File: config.mk
export PLATFORM = sky130hd
export DESIGN_NAME = mls_4_event_counter
export DESIGN_NICKNAME = d
export VERILOG_FILES = /design/src/rtl/mls_4_event_counter_pkg.sv /design/src/rtl/mls_4_event_counter_rise_detect.sv /design/src/rtl/mls_4_event_counter.sv
export VERILOG_INCLUDE_DIRS = /design/src /design/src/rtl
export SDC_FILE = /design/constraint.sdc
export NUM_CORES = 1
export LEC_CHECK = 0
export ABC_AREA = 1
export CAP_MARGIN = 0
export CORE_MARGIN = 2
export CORE_UTILIZATION = 35
export CTS_BUF_LIST = sky130_fd_sc_hd__clkbuf_16
export DETAILED_ROUTE_END_ITERATION = 12
export DONT_BUFFER_PORTS = 1
export GPL_TIMING_DRIVEN = 0
export PLACE_DENSITY = 0.47
export SYNTH_ARGS = -nofsm -noshare
export SYNTH_HDL_FRONTEND = slang
export SYNTH_SLANG_ARGS = --single-unit
File: constraint.sdc
create_clock -name clk -period 4 [get_ports clk]
set_clock_uncertainty 0.05 [all_clocks]
set_input_delay 0.4 -clock clk [delete_from_list [all_inputs] [get_ports clk]]
set_output_delay 0.4 -clock clk [all_outputs]
set_load 0.01 [all_outputs]
File: src/rtl/mls_defs.vh
// Shared encodings for the hold-detect FSM of the event counter.
`ifndef MLS_DEFS_VH
`define MLS_DEFS_VH

`define MLS_ST_IDLE 2'd0
`define MLS_ST_RUN  2'd1
`define MLS_ST_HELD 2'd2

`endif

File: src/rtl/mls_4_event_counter_pkg.sv
// Types and helpers shared by the event counter and its rise detector.
package mls_4_event_counter_pkg;

`include "mls_defs.vh"

    // Hold-detect FSM state; encodings come from the shared header so that
    // other blocks decoding the state agree with this one.
    typedef enum logic [1:0] {
        ST_IDLE = `MLS_ST_IDLE,
        ST_RUN  = `MLS_ST_RUN,
        ST_HELD = `MLS_ST_HELD
    } hold_state_t;

    // Width of the run-length counter: enough bits to hold HOLD_LEN itself.
    // HOLD_LEN below 1 is not a legal configuration; a 1-bit counter keeps
    // elaboration well formed in that case.
    function automatic int run_width(input int hold_len);
        if (hold_len < 1) begin
            return 1;
        end
        return (hold_len == 1) ? 1 : $clog2(hold_len + 1);
    endfunction

endpackage

File: src/rtl/mls_4_event_counter_rise_detect.sv
// Samples the F signal and produces a registered one-cycle pulse on each
// sampled 0->1 transition.
import mls_4_event_counter_pkg::*;

module rise_detect (
    input  logic clk,
    input  logic rst,
    input  logic d,
    output logic q,
    output logic rise
);

    logic r_q;
    logic r_rise;

    // Delay line and edge pulse; reset clears the history so that an input
    // already high at release is seen as a fresh edge.
    always_ff @(posedge clk or posedge rst) begin
        if (rst) begin
            r_q    <= 1'b0;
            r_rise <= 1'b0;
        end else begin
            r_q    <= d;
            r_rise <= d & ~r_q;
        end
    end

    assign q    = r_q;
    assign rise = r_rise;

endmodule

File: src/rtl/mls_4_event_counter.sv
// Event counter for the F = ~(A&C)&D stage: counts F rising edges with a
// saturating counter and flags F held high for HOLD_LEN samples.
//
// Hold FSM
//   state   | meaning
//   --------+-----------------------------------------------------------
//   IDLE    | F sampled low (or just out of reset), run length is 0
//   RUN     | F sampled high for 1..HOLD_LEN-1 consecutive edges
//   HELD    | F sampled high for at least HOLD_LEN consecutive edges
import mls_4_event_counter_pkg::*;

module mls_4_event_counter #(
    parameter int WIDTH    = 8,
    parameter int HOLD_LEN = 3
) (
    input  logic             clk,
    input  logic             rst,
    input  logic             f_in,
    input  logic             en,
    input  logic             clr,
    output logic [WIDTH-1:0] count,
    output logic             rise,
    output logic             hold,
    output logic             sat
);

    localparam int               RUN_W      = run_width(HOLD_LEN);
    localparam logic [RUN_W-1:0] RUN_TARGET = RUN_W'(HOLD_LEN);
    localparam logic [WIDTH-1:0] CNT_MAX    = '1;
    localparam logic [WIDTH-1:0] CNT_PRE    = CNT_MAX - WIDTH'(1);

    logic             w_f_q;
    logic             w_rise;
    logic             w_rise_evt;
    logic             w_cnt_inc;
    logic [RUN_W-1:0] w_run_inc;

    logic [WIDTH-1:0] r_count;
    logic             r_sat;
    hold_state_t      r_state;
    logic [RUN_W-1:0] r_run;
    logic             r_hold;

    rise_detect u_rise_detect (
        .clk  (clk),
        .rst  (rst),
        .d    (f_in),
        .q    (w_f_q),
        .rise (w_rise)
    );

    // The same term the detector registers into rise, so the increment lands
    // on the very edge that loads rise=1.
    assign w_rise_evt = f_in & ~w_f_q;
    assign w_cnt_inc  = w_rise_evt & en & (r_count != CNT_MAX);
    assign w_run_inc  = r_run + RUN_W'(1);

    // Saturating event counter: clear beats increment, increment beats hold.
    // A rise coinciding with clr is dropped rather than counted after clear.
    always_ff @(posedge clk or posedge rst) begin
        if (rst) begin
            r_count <= '0;
            r_sat   <= 1'b0;
        end else if (clr) begin
            r_count <= '0;
            r_sat   <= 1'b0;
        end else if (w_cnt_inc) begin
            r_count <= r_count + WIDTH'(1);
            if (r_count == CNT_PRE) begin
                r_sat <= 1'b1;
            end
        end
    end

    // Hold-detect FSM with registered hold output; en/clr have no say here.
    always_ff @(posedge clk or posedge rst) begin
        if (rst) begin
            r_state <= ST_IDLE;
            r_run   <= '0;
            r_hold  <= 1'b0;
        end else begin
            case (r_state)
                ST_IDLE: begin
                    if (f_in) begin
                        r_run <= RUN_W'(1);
                        if (HOLD_LEN == 1) begin
                            r_state <= ST_HELD;
                            r_hold  <= 1'b1;
                        end else begin
                            r_state <= ST_RUN;
                        end
                    end
                end
                ST_RUN: begin
                    if (!f_in) begin
                        r_state <= ST_IDLE;
                        r_run   <= '0;
                        r_hold  <= 1'b0;
                    end else begin
                        r_run <= w_run_inc;
                        if (w_run_inc == RUN_TARGET) begin
                            r_state <= ST_HELD;
                            r_hold  <= 1'b1;
                        end
                    end
                end
                ST_HELD: begin
                    if (!f_in) begin
                        r_state <= ST_IDLE;
                        r_run   <= '0;
                        r_hold  <= 1'b0;
                    end
                end
                default: begin
                    r_state <= ST_IDLE;
                    r_run   <= '0;
                    r_hold  <= 1'b0;
                end
            endcase
        end
    end

    assign count = r_count;
    assign rise  = w_rise;
    assign hold  = r_hold;
    assign sat   = r_sat;

endmodule

Word-level counts from Yosys, hierarchy flattened
Cells that the tools add are included.
W data, S select, Z words.
{ "classes": {"add_sub_neg": 2, "n_eq_ne": 8, "mux": 16, "bitwise": 5, "reduce_logical": 7} }
{ "ops": {"columns": ["operator", "count"], "rows": [
  ["$mux W8", 2],
  ["$pmux W2 S3", 2],
  ["$mux W2", 5],
  ["$add A8 B1 Y8 const B", 1],
  ["$eq A8 B8 Y1 const B", 1],
  ["$ne A8 B8 Y1 const B", 1],
  ["$mux W1", 6],
  ["$reduce_and A3 Y1", 2],
  ["$eq A2 B2 Y1 const B", 2],
  ["$ne A2 B2 Y1 const B", 2],
  ["$reduce_and A2 Y1", 2],
  ["$reduce_bool A2 Y1", 2],
  ["$and A1 B1 Y1", 3],
  ["$ne A3 B3 Y1 const B", 1],
  ["$pmux W1 S3", 1],
  ["$add A2 B1 Y2 const B", 1],
  ["$eq A2 B1 Y1 const B", 1],
  ["$logic_not A2 Y1", 1],
  ["$not A1 Y1", 2]
]} }
{ "word_totals": {"ff_bits": 16, "input_bits": 5, "out_inout_bits": 11, "wordCells": 45} }

Depth between registers and ports, before layout
{ "depth": {"depth_word": 6, "depth_mapped": 9, "mapped_depth_nobuf": 9} }

Cells and area by module
From an unflattened synthesis, not the netlist that was laid out.
{ "hier_totals": {"cells_unflattened": 113, "hier_area_um2": 880.8} }
{ "by_module_without_submodules": {"columns": ["mod", "instances", "cells_per_inst", "area_per_inst_um2", "seq_area_each_um2"], "rows": [
  ["mls_4_event_counter", 1, 108, 817.0, 350.3],
  ["rise_detect", 1, 5, 63.8, 50.0]
]} }

Least setup slack after synthesis
No wires, ideal clock.
{ "synth_timing": {"path_kind": "register to register", "start": "reg r_count[0], in the netlist count[0]", "end": "reg r_count[0], in the netlist count[0]", "setup_time_ns": 0.076, "arrival_time_ns": 1.281, "required_ns": 3.874, "setup_slack_ns": 2.593, "stages_incl_launch_ff": 7, "n_path_buf": 0, "period_less_slack_ns": 1.407, "cell_sequence": "dfrtp_1 -> ha_1 -> inv_1 -> nor2_4 -> a21oi_1 -> nand3_1 -> o21ai_1"} }
{ "synth_via": {"elab_chain_len": 3, "word_cells_on_any_way": 6, "cone_classes": "add/sub: 1; eq/ne: 1; mux: 2; bitwise: 1; reduce/logical: 1"} }
{ "synth_rtl": {"columns": ["element", "line_no", "text"], "rows": [
  ["from (decl)", "mls_4_event_counter.sv:38", "logic [WIDTH-1:0] r_count;"],
  ["from (signal assigned)", "mls_4_event_counter.sv:68", "r_count <= r_count + WIDTH'(1);"],
  ["$add A8 B1 Y8 / $ne A8 B8 Y1 (equally long branches)", "mls_4_event_counter.sv:68, mls_4_event_counter.sv:55", null],
  ["$mux W8 / $and A1 B1 Y1 (equally long branches)", "mls_4_event_counter.sv:67, mls_4_event_counter.sv:55", null],
  ["$mux W8 / $reduce_bool A2 Y1 (equally long branches)", null, null]
]} }
Several ways; a longest one is shown, not always the timed one. The select of a mux whose other input is x is not followed.
A chain may end at the register's enable or synchronous reset.

Final worst setup path
{ "layout_timing": {"start": "reg r_count[0], in the netlist count[0]", "end": "reg r_count[7], in the netlist count[7]"} }
The elaborated chain is that of the path after synthesis.

==> results by group <==
Timing
  – Slew @ Worst Pin: 629 ps
  – Sum of negative setup slack: 0 ps
  – RSZ-0062 raised after global routing: false
  – Min cycle time layout: 1670 ps
  – Count of final max-slew check failures: 0
  – Final setup viols: 0
  – Relative slew slack: 0.580
  – Max Freq: 600 MHz
  – Tcrit/Tclk final: 0.417
  – Final Hold Vio Count: 0

Job
  – Max-cap viol count: 0

Min path
  – Hold Path Class: input pin to async pin

Layout
  – Area grow syn2layout: 12.9%
  – Layout cells sized above 1: 0.113
  – ANT cells: 0
  – Design area: 983 µm²
  – Fin nets: 125

Setup path
  – Setup crit end: count[7]$_DFFE_PP0P_
  – Delay-heaviest family, CP: flip-flops
  – CP max-delay cell: dfrtp_1
  – Worst path required time: 4130 ps
  – Crit start category: flop
  – CP max stage delay: 460 ps
  – Setup crit start: count[0]$_DFFE_PP0P_
  – Crit path DAT: 1800 ps
  – WP buf/inv: 1
  – Flop-to-flop setup slack: 2330 ps
  – Crit Path Max Fanout: 6
  – R2R cell count: 6
  – Reg2Reg Launch Point: count[0]$_DFFE_PP0P_
  – WP depth: 6
  – Setup crit end kind: flop
  – RR Endpoint: count[7]$_DFFE_PP0P_
  – CP Class: flop to flop
  – CP Cell Sequence: ha_1 > inv_1 > nor2_4 > a21oi_1 > nand4_1 > nand2_1

Place
  – Input/output buffers: 0
  – RePlAce Congestion: 0.784
  – Dpl cell area: 908 µm²
  – Hpwl dp: 1290 µm

Clocking
  – H-tree levels: 1
  – Reg clk slew, reported paths: 50 ps
  – Cts hold-fix bufs: 0
  – Max Buffers Root-to-Sink: 2
  – Clk_lat worst skew: 240 ps
  – CTS tree: done
  – Root Driver: clkbuf_16
  – PostCTS Resize Cnt: 0
  – Number of buffers added for setup after CTS: 0
  – Clock Sinks: 16
  – CTS Buf Count: 3

Yosys
  – Synth Net Count: 120
  – Sequential area share after synthesis: 0.460
  – Synthesized area per cell: 7.78 µm²
  – Post-synthesis register bit count: 16
  – Synthesized instance count: 112
  – Top cells by area, synth: dfrtp_1 46%, nand2_1 14%, inv_1 6.0%
  – Largest area contributor in the netlist: dfrtp_1
  – Cell variety after synth: 20
  – Synth Cell Area: 871 µm²
  – Synthesis Warnings: 0
  – Top-area cell type share of the netlist area: 0.460

Route
  – Via count: 692
  – DRT antenna net count: 0
  – Final WL: 1770 µm
  – Initial drt markers: 10
  – Vias/cell: 4.77
  – Post-route DRC: 0
  – Drt pass-1 iters: 4
  – DR WL/cell: 12.2 µm

Pwr
  – Power per cell area: 430 nW/µm²
  – Worst VDD drop: 275 µV
  – Pleak: 0.470 nW

Floorplan
  – Die Y-Extent: 53.9 µm
  – Die X: 53.9 µm
  – Full die area: 2900 µm²
  – Core area: 2410 µm²
  – Row cnt: 18
  – Initial Utilization: 0.361
  – I/O Pins: 16

Global routing
  – GRT Total Usage: 0.142
  – Initial antenna violation count: 0
  – Met3 Track Usage GR: 0.0583
  – Grt met2 use: 0.189
  – First-pass GRT wire length: 2840 µm
  – Most used routing layer: met1
  – Vias in the first global route: 600
  – Grt total ovfl: 0
  – Pin count of the biggest net entering global routing: 17
  – Met1 Usage GRT: 0.209

Run status
  – Status: finished, final reports clean
## Yosys cell counts
| master | count |
|---|---|
| a21oi_1 | 5 |
| dfrtp_1 | 16 |
| nor2_4 | 2 |
| clkinv_1 | 1 |
| inv_2 | 2 |
| o22ai_1 | 1 |
| nand2_4 | 1 |
| nand2_2 | 3 |
| inv_1 | 14 |
| nor2_2 | 1 |
| nor2_1 | 10 |
| o21ai_1 | 3 |
| ha_1 | 3 |
| nand3_1 | 7 |
| clkinv_2 | 1 |
| nand4_1 | 4 |
| o21ai_0 | 3 |
| nand2_1 | 32 |
| xor2_1 | 2 |
| a31o_1 | 1 |
## flip-flops by register name, indices dropped and copies added, names as in the netlist
register and cells:
count 8, hold 1, r_run 2, r_state 2, sat 1, u_rise_detect.q 1, u_rise_detect.rise 1
## power breakdown
part	internal (mW)	switching (mW)	leakage, nW	total (mW)
Sequential	0.178	0.0117	0.213	0.189
Combinational	0.0164	0.0307	0.220	0.0471
Clock	0.131	0.0560	0.0370	0.187
Total	0.325	0.0985	0.470	0.423
## routing by layer
metal / vias up / share of wire
li1: 362 / -
met1: 316 / 0.53
met5: - / 0
met2: 12 / 0.40
met3: 2 / 0.051
met4: 0 / 0.011
## area by class of cell
cell class	count	area, µm²
clock buffers	3	75.1
fillers	230	1430
inverters	18	68.8
multi-input cells	78	402
flip-flops and latches	16	400
well taps	30	37.5
## cell families (layout without fill, tap and decap cells)
| logic type | count (synthesis) | count (layout) | share of synthesized area |
|---|---|---|---|
| AOI/OAI and AO/OA | 13 | 13 | 0.0805 |
| DFF | 16 | 16 | 0.460 |
| buffers and inverters | 18 | 21 | 0.0790 |
| and+or+nand+nor | 60 | 60 | 0.318 |
| xor gates and xnor gates | 2 | 2 | 0.0201 |
| adders and majority gates | 3 | 3 | 0.0431 |
## stage by stage
step	setup slack, ps	hold slack (ps)	util	power [mW]	instances
5_1_grt	2180	122	0.408	0.452	145
2_1_floorplan	2590	264	-	0.228	112
3_5_place_dp	2290	371	0.377	0.240	142
4_1_cts	2290	102	0.408	0.432	145
3_3_place_gp	2330	350	0.377	0.238	142
6_report	2330	75.8	0.408	0.423	145
## cells in the final DEF, fill, tap and decap left out
| master | instances |
|---|---|
| a21oi_1 | 5 |
| a31o_1 | 1 |
| clkbuf_16 | 3 |
| clkinv_1 | 1 |
| clkinv_2 | 1 |
| dfrtp_1 | 16 |
| ha_1 | 3 |
| inv_1 | 14 |
| inv_2 | 2 |
| nand2_1 | 32 |
| nand2_2 | 3 |
| nand2_4 | 1 |
| nand3_1 | 7 |
| nand4_1 | 4 |
| nor2_1 | 10 |
| nor2_2 | 1 |
| nor2_4 | 2 |
| o21ai_0 | 3 |
| o21ai_1 | 3 |
| o22ai_1 | 1 |
| xor2_1 | 2 |
## worst min path at each step
stage          start                        end  cells after the start
2_1_floorplan    rst       count[0]$_DFFE_PP0P_                      1
3_3_place_gp     rst       count[6]$_DFFE_PP0P_                      1
3_5_place_dp     rst       count[6]$_DFFE_PP0P_                      1
4_1_cts          rst       count[6]$_DFFE_PP0P_                      1
5_1_grt         f_in  u_rise_detect.q$_DFF_PP0_                      0
6_report         rst       count[6]$_DFFE_PP0P_                      1
Power figures use the tool's default switching activity.
